$ cat src/rtl/axil_ram_port.sv
// AXI-Lite slave front end for a single-port RAM array; one array access per cycle.
// Latency: write response 1 cycle after accept, read data 1 cycle (2 with PIPELINE_OUTPUT=1).
// Backpressure: awready/wready/arready are combinational grants, held off while the response slot is full.
module axil_ram_port #(
    parameter int DATA_WIDTH      = 32,
    parameter int ADDR_WIDTH      = 16,
    parameter int STRB_WIDTH      = DATA_WIDTH / 8,
    parameter int PIPELINE_OUTPUT = 0,
    localparam int SW_LOG         = $clog2(STRB_WIDTH),
    localparam int WORD_AW        = ADDR_WIDTH - SW_LOG
) (
    input  logic                  a_clk,
    input  logic                  a_rst,
    input  logic [ADDR_WIDTH-1:0] s_axil_awaddr,
    input  logic [2:0]            s_axil_awprot,
    input  logic                  s_axil_awvalid,
    output logic                  s_axil_awready,
    input  logic [DATA_WIDTH-1:0] s_axil_wdata,
    input  logic [STRB_WIDTH-1:0] s_axil_wstrb,
    input  logic                  s_axil_wvalid,
    output logic                  s_axil_wready,
    output logic [1:0]            s_axil_bresp,
    output logic                  s_axil_bvalid,
    input  logic                  s_axil_bready,
    input  logic [ADDR_WIDTH-1:0] s_axil_araddr,
    input  logic [2:0]            s_axil_arprot,
    input  logic                  s_axil_arvalid,
    output logic                  s_axil_arready,
    output logic [DATA_WIDTH-1:0] s_axil_rdata,
    output logic [1:0]            s_axil_rresp,
    output logic                  s_axil_rvalid,
    input  logic                  s_axil_rready,
    output logic [WORD_AW-1:0]    mem_addr,
    output logic                  mem_wr_en,
    output logic [STRB_WIDTH-1:0] mem_wr_strb,
    output logic [DATA_WIDTH-1:0] mem_wr_data,
    output logic                  mem_rd_en,
    input  logic [DATA_WIDTH-1:0] mem_rd_data
);

    logic                  bvalid_q, bvalid_d;
    logic                  rvalid_q, rvalid_d;
    logic                  stage_q, stage_d;
    logic                  last_rd_q, last_rd_d;
    logic [DATA_WIDTH-1:0] rdata_q, rdata_d;

    logic wr_elig, rd_elig, rd_slot, wr_acc, rd_acc;

    // Grants are masked by reset so no handshake or array access leaks out while held in reset.
    assign rd_slot = (~rvalid_q | s_axil_rready) & ((PIPELINE_OUTPUT != 0) ? ~stage_q : 1'b1);
    assign wr_elig = a_rst & s_axil_awvalid & s_axil_wvalid & (~bvalid_q | s_axil_bready);
    assign rd_elig = a_rst & s_axil_arvalid & rd_slot;
    assign wr_acc  = wr_elig & (~rd_elig | last_rd_q);
    assign rd_acc  = rd_elig & ~wr_acc;

    assign s_axil_awready = wr_acc;
    assign s_axil_wready  = wr_acc;
    assign s_axil_arready = rd_acc;
    assign s_axil_bvalid  = bvalid_q;
    assign s_axil_bresp   = 2'b00;
    assign s_axil_rvalid  = rvalid_q;
    assign s_axil_rresp   = 2'b00;

    assign mem_wr_en   = wr_acc;
    assign mem_rd_en   = rd_acc;
    assign mem_wr_strb = wr_acc ? s_axil_wstrb : '0;
    assign mem_wr_data = wr_acc ? s_axil_wdata : '0;
    assign mem_addr    = wr_acc ? s_axil_awaddr[ADDR_WIDTH-1:SW_LOG]
                                : s_axil_araddr[ADDR_WIDTH-1:SW_LOG];

    // Without the output stage the first beat comes straight from the array, later beats from the hold register.
    assign s_axil_rdata = ((PIPELINE_OUTPUT == 0) && stage_q) ? mem_rd_data : rdata_q;

    always_comb begin
        bvalid_d  = bvalid_q;
        rvalid_d  = rvalid_q;
        stage_d   = rd_acc;
        last_rd_d = last_rd_q;
        rdata_d   = rdata_q;
        if (wr_acc) begin
            bvalid_d = 1'b1;
        end else if (s_axil_bready) begin
            bvalid_d = 1'b0;
        end
        rvalid_d = ((PIPELINE_OUTPUT != 0) ? stage_q : rd_acc) | (rvalid_q & ~s_axil_rready);
        if (stage_q) begin
            rdata_d = mem_rd_data;
        end
        if (wr_acc) begin
            last_rd_d = 1'b0;
        end else if (rd_acc) begin
            last_rd_d = 1'b1;
        end
    end

    always_ff @(posedge a_clk or negedge a_rst) begin
        if (!a_rst) begin
            bvalid_q  <= 1'b0;
            rvalid_q  <= 1'b0;
            stage_q   <= 1'b0;
            last_rd_q <= 1'b1;
            rdata_q   <= '0;
        end else begin
            bvalid_q  <= bvalid_d;
            rvalid_q  <= rvalid_d;
            stage_q   <= stage_d;
            last_rd_q <= last_rd_d;
            rdata_q   <= rdata_d;
        end
    end

    logic unused_ok;
    assign unused_ok = ^{s_axil_awprot, s_axil_arprot,
                         s_axil_awaddr[SW_LOG-1:0], s_axil_araddr[SW_LOG-1:0]};

endmodule

$ cat config.mk
export PLATFORM = sky130hd
export DESIGN_NAME = axil_ram_port
export DESIGN_NICKNAME = d
export VERILOG_FILES = /design/src/rtl/axil_ram_port.sv
export SDC_FILE = /design/constraint.sdc
export NUM_CORES = 1
export LEC_CHECK = 0
export CAP_MARGIN = 10
export CELL_PAD_IN_SITES_DETAIL_PLACEMENT = 1
export CELL_PAD_IN_SITES_GLOBAL_PLACEMENT = 2
export CORE_MARGIN = 10
export CORE_UTILIZATION = 36
export CTS_BUF_LIST = sky130_fd_sc_hd__clkbuf_4 sky130_fd_sc_hd__clkbuf_8
export CTS_CLUSTER_DIAMETER = 120
export CTS_CLUSTER_SIZE = 24
export DETAILED_ROUTE_END_ITERATION = 8
export DONT_BUFFER_PORTS = 1
export PLACE_DENSITY = 0.86
export REMOVE_ABC_BUFFERS = 1
export SLEW_MARGIN = 20
export SYNTH_ARGS = -nofsm -noshare
export SYNTH_HDL_FRONTEND = slang
export SYNTH_SLANG_ARGS = --single-unit
$ cat constraint.sdc
create_clock -name a_clk -period 2.3 [get_ports a_clk]
set_input_delay 0.115 -clock a_clk [delete_from_list [all_inputs] [get_ports a_clk]]
set_output_delay 0.115 -clock a_clk [all_outputs]
set_load 0.01 [all_outputs]
# Word-level counts from Yosys, hierarchy flattened
# Index checks and enable logic that the tools add are counted.
[totals]
output_inout_bits = 93
in_bits = 113
word_cells = 32
register_bits = 36
[op_classes]
n_bitwise = 17
reduce_logical = 2
muxes = 8
[ops]
columns = ["operator", "count"]
rows = [
  ["$mux 32", 2],
  ["$mux 14", 1],
  ["$and 1x1->1", 8],
  ["$not 1->1", 5],
  ["$mux 1", 4],
  ["$mux 4", 1],
  ["$or 1x1->1", 4],
  ["$reduce_bool 2->1", 2],
]

# Logic depth before layout (Yosys ltp)
# Gate-level depths: netlist (run 1).
[logic_depth]
word_depth = 10
ltp_mapped = 5
depth_no_buf = 4

# Worst setup path before layout (run 1)
# No wires, ideal clock.
[synth_path]
path_type = "register -> output"
startpoint = "register bvalid_q, in the netlist s_axil_bvalid"
endpoint = "output mem_addr[10]"
required_ns = 2.185
arrival_time_ns = 1.360
path_stages_with_launch = 6
path_buffers = 1
path_slack_ns = 0.825
cell_sequence = "dfrtp_1 nand2b_2 nand4_2 nor2_4 buf_6 mux2_4"
[synth_between]
elab_chain_len = 5
[synth_lines]
columns = ["element", "line_no", "source"]
rows = [
  ["start: declaration", "41", "logic bvalid_q, bvalid_d;"],
  ["start signal: assignment", "104", "bvalid_q <= bvalid_d;"],
  ["$not 1->1", "51", "assign wr_elig = a_rst & s_axil_awvalid & s_axil_wvalid & (~bvalid_q | s_axil_bready);"],
  ["$or 1x1->1", "51", ""],
  ["$and 1x1->1", "51", ""],
  ["$and 1x1->1", "53", "assign wr_acc = wr_elig & (~rd_elig | last_rd_q);"],
  ["$mux 14", "68", "assign mem_addr = wr_acc ? s_axil_awaddr[ADDR_WIDTH-1:SW_LOG]"],
  ["end: declaration", "33", "output logic [WORD_AW-1:0] mem_addr,"],
]
# Every way passes these cells.

# Worst setup path in the final report (run 1)
[layout_path]
startpoint = "register bvalid_q, in the netlist s_axil_bvalid"
endpoint = "output mem_addr[0]"
# The elaborated chain is that of the path after synthesis.

==> flow_summary.toml, run 1 <==
[grt]
grt_usage_pct = 15.08
grt_max_degree = 37
grt_pass1_vias = 1398
antenna_found_initial = 2
grt_overflow = 0
grt_pass1_wl_mm = 9.777

[clocking]
clk_latency_ps = 280
cts_tree = "built"
cts.repair.resized = 0
cts_root_buffer = "clkbuf_8"
htree_levels = 2
cts.sinks = 36
clk_pin_slew_ps = 70
cts_setup_buffers = 0
cts_buffers = 5
clockBufferDepth = 2

[timing]
fin_crit_sh_pct = 90.38
fin_setup_tns_ps = 0
worst_pin_slew_ps = 774.6
setup_ws_ps = 221.2
timing.final.hold_violations = 0
maxSlewHeadroom_pct = 47.96
fin_crit_ps = 2079
finalSetupViolations = 0
rsz0062_at_grt = "no"
slew_violations = 0
clock-skew-final_ps = 8.742
fmax_ghz = 0.4810

[logic_synthesis]
synthArstFlopShare_pct = 100.0
ys_ff_latch = 36
synthSimpleGateAreaFrac_pct = 15.59
syn_area_mm2 = 0.001894
synth_xor_area_share_pct = 0
synth.avg_cell_area_um2 = 12.89
yosysWarnings = 0
synth_top_family_by_area = "multiplexers"
synth_sequential_area_ratio_pct = 47.62
synth_compound_area_share_pct = 1.057
syn_inst = 147
synth_edf_count = 0
ys.flop_type = "dfrtp_1"
synth.mux.area_fraction_pct = 29.72
synthAdderAreaFrac_pct = 0
synth_cell_types = 23

[power]
power_frac_comb_pct = 24.1
total_leakage_power_uw = 0.0008807
power.density_mw_per_mm2 = 808.2
switching_share_pct = 28.73
p_sw_uw = 478.8
internal_power_uw = 1188
clock_power_share_pct = 27.6
peakVddDrop_mv = 0.2829
seq_power_share_pct = 48.3

[min_path]
min_from = "mem_rd_data[5]"
hold_class = "in2reg"
min_to = "rdata_q[5]"
hold_depth = 1

[setup_path]
start_kind = "flip-flop"
r2r_start = "s_axil_bvalid"
critPathKind = "reg2out"
crit_fanout = 19
crit_path_start = "s_axil_bvalid"
slowest_stage = "dfrtp_1"
worstPathCellList = "nand2b_2 -> nand4_2 -> nor2_4 -> buf_4 -> mux2_2"
r2r_end = "s_axil_rvalid"
required_ps = 2180
reg2regPathDepth = 5
ff2ff_setup_slack_ps = 800
critical_path_arrival_ps = 1960
critPathMaxStageDelay_ps = 430
end_kind = "output pin"

[die]
die_height_um = 92.54
num_rows = 26
io_pins = 206
die_w_um = 92.54
design.core.area_mm2 = 0.005107
start_util_pct = 37.09
die_area_mm2 = 0.008564

[routing]
finalWirelength_mm = 6.910
dr.pass1.iters = 2
vias = 1146
drtIter0Drc = 32
via_per_inst = 5.209
detail_route.wl_per_cell_um = 31.41
drtAntennaViolNets = 0
drc = 0

[layout]
drive_above_1_share_pct = 43.24
fin_nets = 260
final_core_util_pct = 40.37
area.growth.synth_to_final_pct = 8.851
final_area_mm2 = 0.002062
final_cells = 220

[placed_design]
place_ws_ps = 498.5
portBuffers = 0
dp.cells = 208
place_area_mm2 = 0.001929
place_congestion = 0.8224
hpwl_mm = 6.010

[status]
status = "finished clean"

[job]
cap_violations = 0
power by group through the flow:
stage	Combinational, uW	Clock (uW)	Sequential, uW
5_1_grt	437	525	818
2_1_floorplan	308	0	809
3_5_place_dp	393	0	819
3_3_place_gp	379	0	808
6_report	401	460	805
4_1_cts	412	480	807
registers in the layout (all words and copies together), names as in the netlist:
name           flops
last_rd_q          1
rdata_q           32
s_axil_bvalid      1
stage_q            1
s_axil_rvalid      1
worst max path at each step:
stage | to | slack, ps | depth (start not counted)
2_1_floorplan | mem_addr[0] | 320 | 4
3_3_place_gp | mem_addr[0] | 580 | 5
3_5_place_dp | mem_addr[0] | 500 | 5
4_1_cts | mem_addr[0] | 190 | 5
5_1_grt | mem_addr[0] | 60 | 5
6_report | mem_addr[0] | 220 | 5
cells in the final DEF (no fill, tap or decap), types with 2 or more instances in the layout:
master	netlist	layout
diode_2	0	2
and2_1	36	36
clkbuf_8	0	6
buf_4	7	3
clkbuf_4	0	2
buf_12	0	2
conb_1	1	4
dfrtp_1	35	35
mux2_4	12	12
mux2_2	33	33
worst max-delay path: cells and delay by family, from the launching register on:
family        cells  cell delay [ps]
buf+inv           1              220
flops             1              430
mux               1              370
simple gates      3              650
metrics by stage:
stage               power [uW]  hold slack [ps]
floorplan                 1117           -180.6
global placement          1187           -179.4
detailed placement        1212           -179.3
CTS                       1699            35.82
global route              1779            30.63
finish                    1666            45.22
area by class of cell:
type,instances,area (um^2)
Inverter,1,3.754
Sequential cell,36,902.1
Antenna cell,2,5.005
Fill cell,563,3045
Clock buffer,8,97.59
Timing Repair Buffer,6,72.57
Multi-Input combinational cell,97,893.4
Tap cell,70,87.58
cells by family (layout without fill, tap and decap cells):
kind of cell / after synthesis / count (layout)
AOI/OAI and AO/OA: 3 / 3
buffers and inverters: 17 / 15
DFF: 36 / 36
muxes: 46 / 46
other: 1 / 6
and+or+nand+nor: 44 / 44
metal layers:
metal	routed length [um]	vias up	GRT usage, %
met5	0	-	0
met4	127	0	7.198
met3	1176	10	11.38
met2	3624	118	26.71
met1	1982	543	11.97
li1	-	475	-
cell usage after synthesis, types with 2 or more instances:
master    instances  area [um^2]
and2_1           36        225.2
dfrtp_1          35        875.8
mux2_2           33        371.6
mux2_4           12        180.2
buf_4             7        52.55
buf_2             4        20.02
clkbuf_1          3        11.26
buf_6             2        22.52
timing repair:
item                                   CTS  global route
endpoints found under the hold margin   36             0
setup endpoints to repair                0             0
hold buffers                             2             0
Power figures use the tool's default switching activity.
==> inputs of run 2 (changes only) <==
==> constraint.sdc (replaced) <==
create_clock -name a_clk -period 2.5 [get_ports a_clk]
set_input_delay 0.125 -clock a_clk [delete_from_list [all_inputs] [get_ports a_clk]]
set_output_delay 0.125 -clock a_clk [all_outputs]
set_load 0.01 [all_outputs]
==> run 2 against run 1 <==
Effect of this change:
- core utilization shrank 0.15 points
- critical path depth unchanged
- clock power shrank 7.4%
- setup slack gained 110 ps
- critical path type unchanged
- largest power group unchanged
==> flow_summary.toml, run 2 (same netlist as run 1, synthesis figures left out) <==
[status]
status = "finished clean"

[clocking]
cts.sinks = 36
cts_tree = "built"
clk_latency_ps = 280
htree_levels = 2
cts_root_buffer = "clkbuf_8"
clk_pin_slew_ps = 70
cts_buffers = 5
cts.repair.resized = 0
clockBufferDepth = 2

[grt]
grt_overflow = 0
grt_max_degree = 37
grt_use_met2_pct = 26.82
use_met3_pct = 12.11
grt_pass1_vias = 1427
top_usage_layer = "met2"
grt_usage_pct = 15.15
antenna_found_initial = 2
met1_usage_pct = 11.43
grt_pass1_wl_mm = 9.749

[layout]
largest_reg_flops = 32
top_register = "rdata_q"
final_area_mm2 = 0.002054
area.growth.synth_to_final_pct = 8.454
final_common_cell = "and2_1"
fin_nets = 259
drive_above_1_share_pct = 42.86
final_cell_mix = "and2_1 (36), dfrtp_1 (35), mux2_2 (33)"

[timing]
fin_crit_ps = 2172
rsz0062_at_grt = "no"
maxSlewHeadroom_pct = 46.77
fin_crit_sh_pct = 86.86
fin_setup_tns_ps = 0
timing.final.hold_violations = 0
slew_violations = 0
worst_pin_slew_ps = 792.3
clock-skew-final_ps = 8.735
fmax_ghz = 0.4605
finalSetupViolations = 0

[routing]
dr.pass1.iters = 2
via_per_inst = 5.237
drtAntennaViolNets = 0
drtIter0Drc = 20
drc = 0
vias = 1147
detail_route.wl_per_cell_um = 31.87
finalWirelength_mm = 6.980

[setup_path]
required_ps = 2380
critical_path_arrival_ps = 2050
crit_fanout = 29
end_kind = "output pin"
critPathKind = "reg2out"
start_kind = "flip-flop"
reg2regPathDepth = 5

[die]
num_rows = 26
start_util_pct = 37.09
die_height_um = 92.54
die_area_mm2 = 0.008564
design.core.area_mm2 = 0.005107
io_pins = 206
die_w_um = 92.54

[power]
peakVddDrop_mv = 0.2809
total_leakage_power_uw = 0.0008754
power.density_mw_per_mm2 = 748.0

[placed_design]
hpwl_mm = 5.982
portBuffers = 0
place_area_mm2 = 0.001922
place_congestion = 0.8228

[min_path]
hold_depth = 1
hold_class = "in2reg"

[job]
cap_violations = 0
[run 2: repair_timing]
| action | CTS | global route |
|---|---|---|
| endpoints found under the setup margin | 0 | 0 |
| hold endpoints to repair | 36 | 0 |
| hold buffers | 2 | 0 |
| buffers inserted | 0 | 0 |
[run 2: layout make-up]
type | count | area (um^2)
timing repair buffer | 5 | 65.06
tap | 70 | 87.58
fill | 562 | 3053
clock buffer | 8 | 97.59
sequential | 36 | 902.1
inverter | 1 | 3.754
multi-input combinational | 97 | 893.4
antenna | 2 | 5.005
[run 2: through the flow]
| step | worst slack (ps) | instances | total power, uW | hold WS [ps] | util, % |
|---|---|---|---|---|---|
| 3_3_place_gp | 683.1 | 207 | 1091 | -169.4 | 37.63 |
| 3_5_place_dp | 608.1 | 207 | 1114 | -169.3 | 37.63 |
| 2_1_floorplan | 510.1 | 134 | 1028 | -170.6 | - |
| 4_1_cts | 294.9 | 217 | 1564 | 45.21 | 40.13 |
| 6_report | 328.4 | 219 | 1537 | 56.09 | 40.23 |
| 5_1_grt | 178.9 | 219 | 1631 | 38.49 | 40.23 |
[run 2: worst paths after layout]
path,endpoint,slack [ps],start
worst max-delay path,mem_addr[10],330,s_axil_bvalid
worst min-delay path,rdata_q[5],60,mem_rd_data[5]
worst max register to register,s_axil_rvalid,890,s_axil_bvalid
worst min register to register,rdata_q[10],540,rdata_q[10]
max in group asynchronous,last_rd_q,1950,a_rst
min in group asynchronous,rdata_q[21],310,a_rst
[run 2: worst max-delay path, stage by stage, from the launching register on]
cell and delay [ps]:
dfrtp_1 430, nand2b_2 110, nand4_2 180, nor2_4 440, buf_12 240, mux2_4 340
[run 2: where the power goes]
group | switching, uW | leakage (uW) | internal, uW
Sequential | 39.5 | 0.000425 | 701
Clock | 180 | 0.0000524 | 246
Combinational | 226 | 0.000398 | 145
Total | 445 | 0.000875 | 1090
[run 2: layer usage]
metal | routed length (um) | vias to the layer above
li1 | - | 473
met2 | 3622 | 120
met4 | 205 | 0
met1 | 1945 | 541
met5 | 0 | -
met3 | 1207 | 13
==> inputs of run 3 (changes only) <==
--- a/config.mk
+++ b/config.mk
@@ -10,7 +10,7 @@
 export CELL_PAD_IN_SITES_GLOBAL_PLACEMENT = 2
 export CORE_MARGIN = 10
 export CORE_UTILIZATION = 36
-export CTS_BUF_LIST = sky130_fd_sc_hd__clkbuf_4 sky130_fd_sc_hd__clkbuf_8
+export CTS_BUF_LIST = sky130_fd_sc_hd__clkbuf_8
 export CTS_CLUSTER_DIAMETER = 120
 export CTS_CLUSTER_SIZE = 24
 export DETAILED_ROUTE_END_ITERATION = 8
==> run 3 against run 2 <==
Effect of this change:
- design area shrank 0.37%
- non-clock buffer count is the same
- clock skew shrank 0.56 ps
==> flow_summary.toml, run 3 (same netlist as run 1, synthesis figures left out) <==
[status]
status = "finished clean"

[min_path]
min_to = "rdata_q[5]"
min_from = "mem_rd_data[5]"
hold_depth = 1
hold_class = "in2reg"

[die]
io_pins = 206
die_height_um = 92.54
die_area_mm2 = 0.008564
die_w_um = 92.54
start_util_pct = 37.09
design.core.area_mm2 = 0.005107
num_rows = 26

[layout]
area.growth.synth_to_final_pct = 8.058
top_register = "rdata_q"
fin_nets = 259
final_cell_mix = "and2_1 (36), dfrtp_1 (35), mux2_2 (33)"
nFillCells = 565
final_common_cell = "and2_1"
drive_above_1_share_pct = 41.50
largest_reg_flops = 32

[placed_design]
hpwl_mm = 5.982
portBuffers = 0
place_congestion = 0.8228
place_ws_ps = 608.1

[power]
peakVddDrop_mv = 0.2810
power.density_mw_per_mm2 = 735.3
total_leakage_power_uw = 0.0008768

[timing]
fmax_ghz = 0.4609
fin_crit_sh_pct = 86.78
clock-skew-final_ps = 8.170
rsz0062_at_grt = "no"
fin_crit_ps = 2170
worst_pin_slew_ps = 792.3
fin_setup_tns_ps = 0
slew_violations = 0
maxSlewHeadroom_pct = 46.77
finalSetupViolations = 0
setup_ws_ps = 330.4
timing.final.hold_violations = 0

[setup_path]
crit_fanout = 29
cp_top_family = "simple AND/OR/NAND/NOR gates"
critical_path_arrival_ps = 2040
slowest_stage = "nor2_4"
critPathMaxStageDelay_ps = 440
required_ps = 2380
critPathKind = "reg2out"
start_kind = "flip-flop"
crit_buf_inv = 1
reg2regPathDepth = 5
end_kind = "output pin"
r2r_end = "s_axil_rvalid"
ff2ff_setup_slack_ps = 890
r2r_start = "s_axil_bvalid"
worstPathCellList = "nand2b_2 -> nand4_2 -> nor2_4 -> buf_12 -> mux2_4"

[clocking]
cts_root_buffer = "clkbuf_8"
cts.repair.resized = 0
clk_latency_ps = 280
cts_tree = "built"
clockBufferDepth = 2
cts_setup_buffers = 0
cts.sinks = 36
htree_levels = 2
cts_buffers = 5
clk_pin_slew_ps = 70

[routing]
detail_route.wl_per_cell_um = 31.80
vias = 1143
finalWirelength_mm = 6.965
via_per_inst = 5.219
drc = 0
drtIter0Drc = 21
drtAntennaViolNets = 0
dr.pass1.iters = 4

[grt]
grt_pass1_wl_mm = 9.742
grt_usage_pct = 15.13
antenna_found_initial = 2
grt_overflow = 0
grt_pass1_vias = 1420
grt_max_degree = 37

[job]
cap_violations = 0
==> run 3: layout make-up <==
| class | instances | area (um^2) | area share, % |
|---|---|---|---|
| Clock buffer | 6 | 82.58 | 4.034 |
| Clock inverter | 2 | 7.507 | 0.3667 |
| Tap cell | 70 | 87.58 | 4.279 |
| Sequential cell | 36 | 902.1 | 44.07 |
| Inverter | 1 | 3.754 | 0.1834 |
| Antenna cell | 2 | 5.005 | 0.2445 |
| Timing Repair Buffer | 5 | 65.06 | 3.178 |
| Multi-Input combinational cell | 97 | 893.4 | 43.64 |
==> run 3: per-stage QoR <==
stage                     hold WS (ps)  std cells  instance area, um^2  total power [uW]  util [%]
final                            55.21        219                 2047              1505     40.08
after global routing             39.78        219                 2047              1600     40.08
after floorplan                 -170.6        134                 1799              1028         -
after detailed placement        -169.3        207                 1922              1114     37.63
after CTS                        46.42        217                 2042              1533     39.98
after global placement          -169.4        207                 1922              1091     37.63
==> run 3: routing by layer <==
metal | wire length [um] | part of all wire, % | global-route usage, %
met5 | 0 | 0 | 0
met4 | 203 | 2.9 | 7.712
met3 | 1214 | 17 | 12.11
met2 | 3616 | 52 | 26.76
met1 | 1930 | 28 | 11.43
==> run 3: worst register-to-register path, cell delays in order, from the launching register on <==
cell and delay [ps]:
dfrtp_1 430, nand2b_2 110, nand4_2 180, nor2_4 440
buf_4 240, o21bai_1 80
==> run 3: repair_timing <==
item,CTS,global route
setup endpoints to repair,0,0
endpoints found under the hold margin,36,0
hold buffers,2,0
==> run 3: worst max-delay path by stage <==
stage	startpoint	endpoint	depth (start not counted)
after floorplan	s_axil_bvalid	mem_addr[0]	4
after global placement	s_axil_bvalid	mem_addr[10]	5
after detailed placement	s_axil_bvalid	mem_addr[10]	5
after CTS	s_axil_bvalid	mem_addr[10]	5
after global routing	s_axil_bvalid	mem_addr[10]	5
final	s_axil_bvalid	mem_addr[10]	5
==> run 3: report_power, final <==
group	internal, uW	switching, uW
sequential	701	39.6
clock	216	179
combinational	145	225
total	1060	443
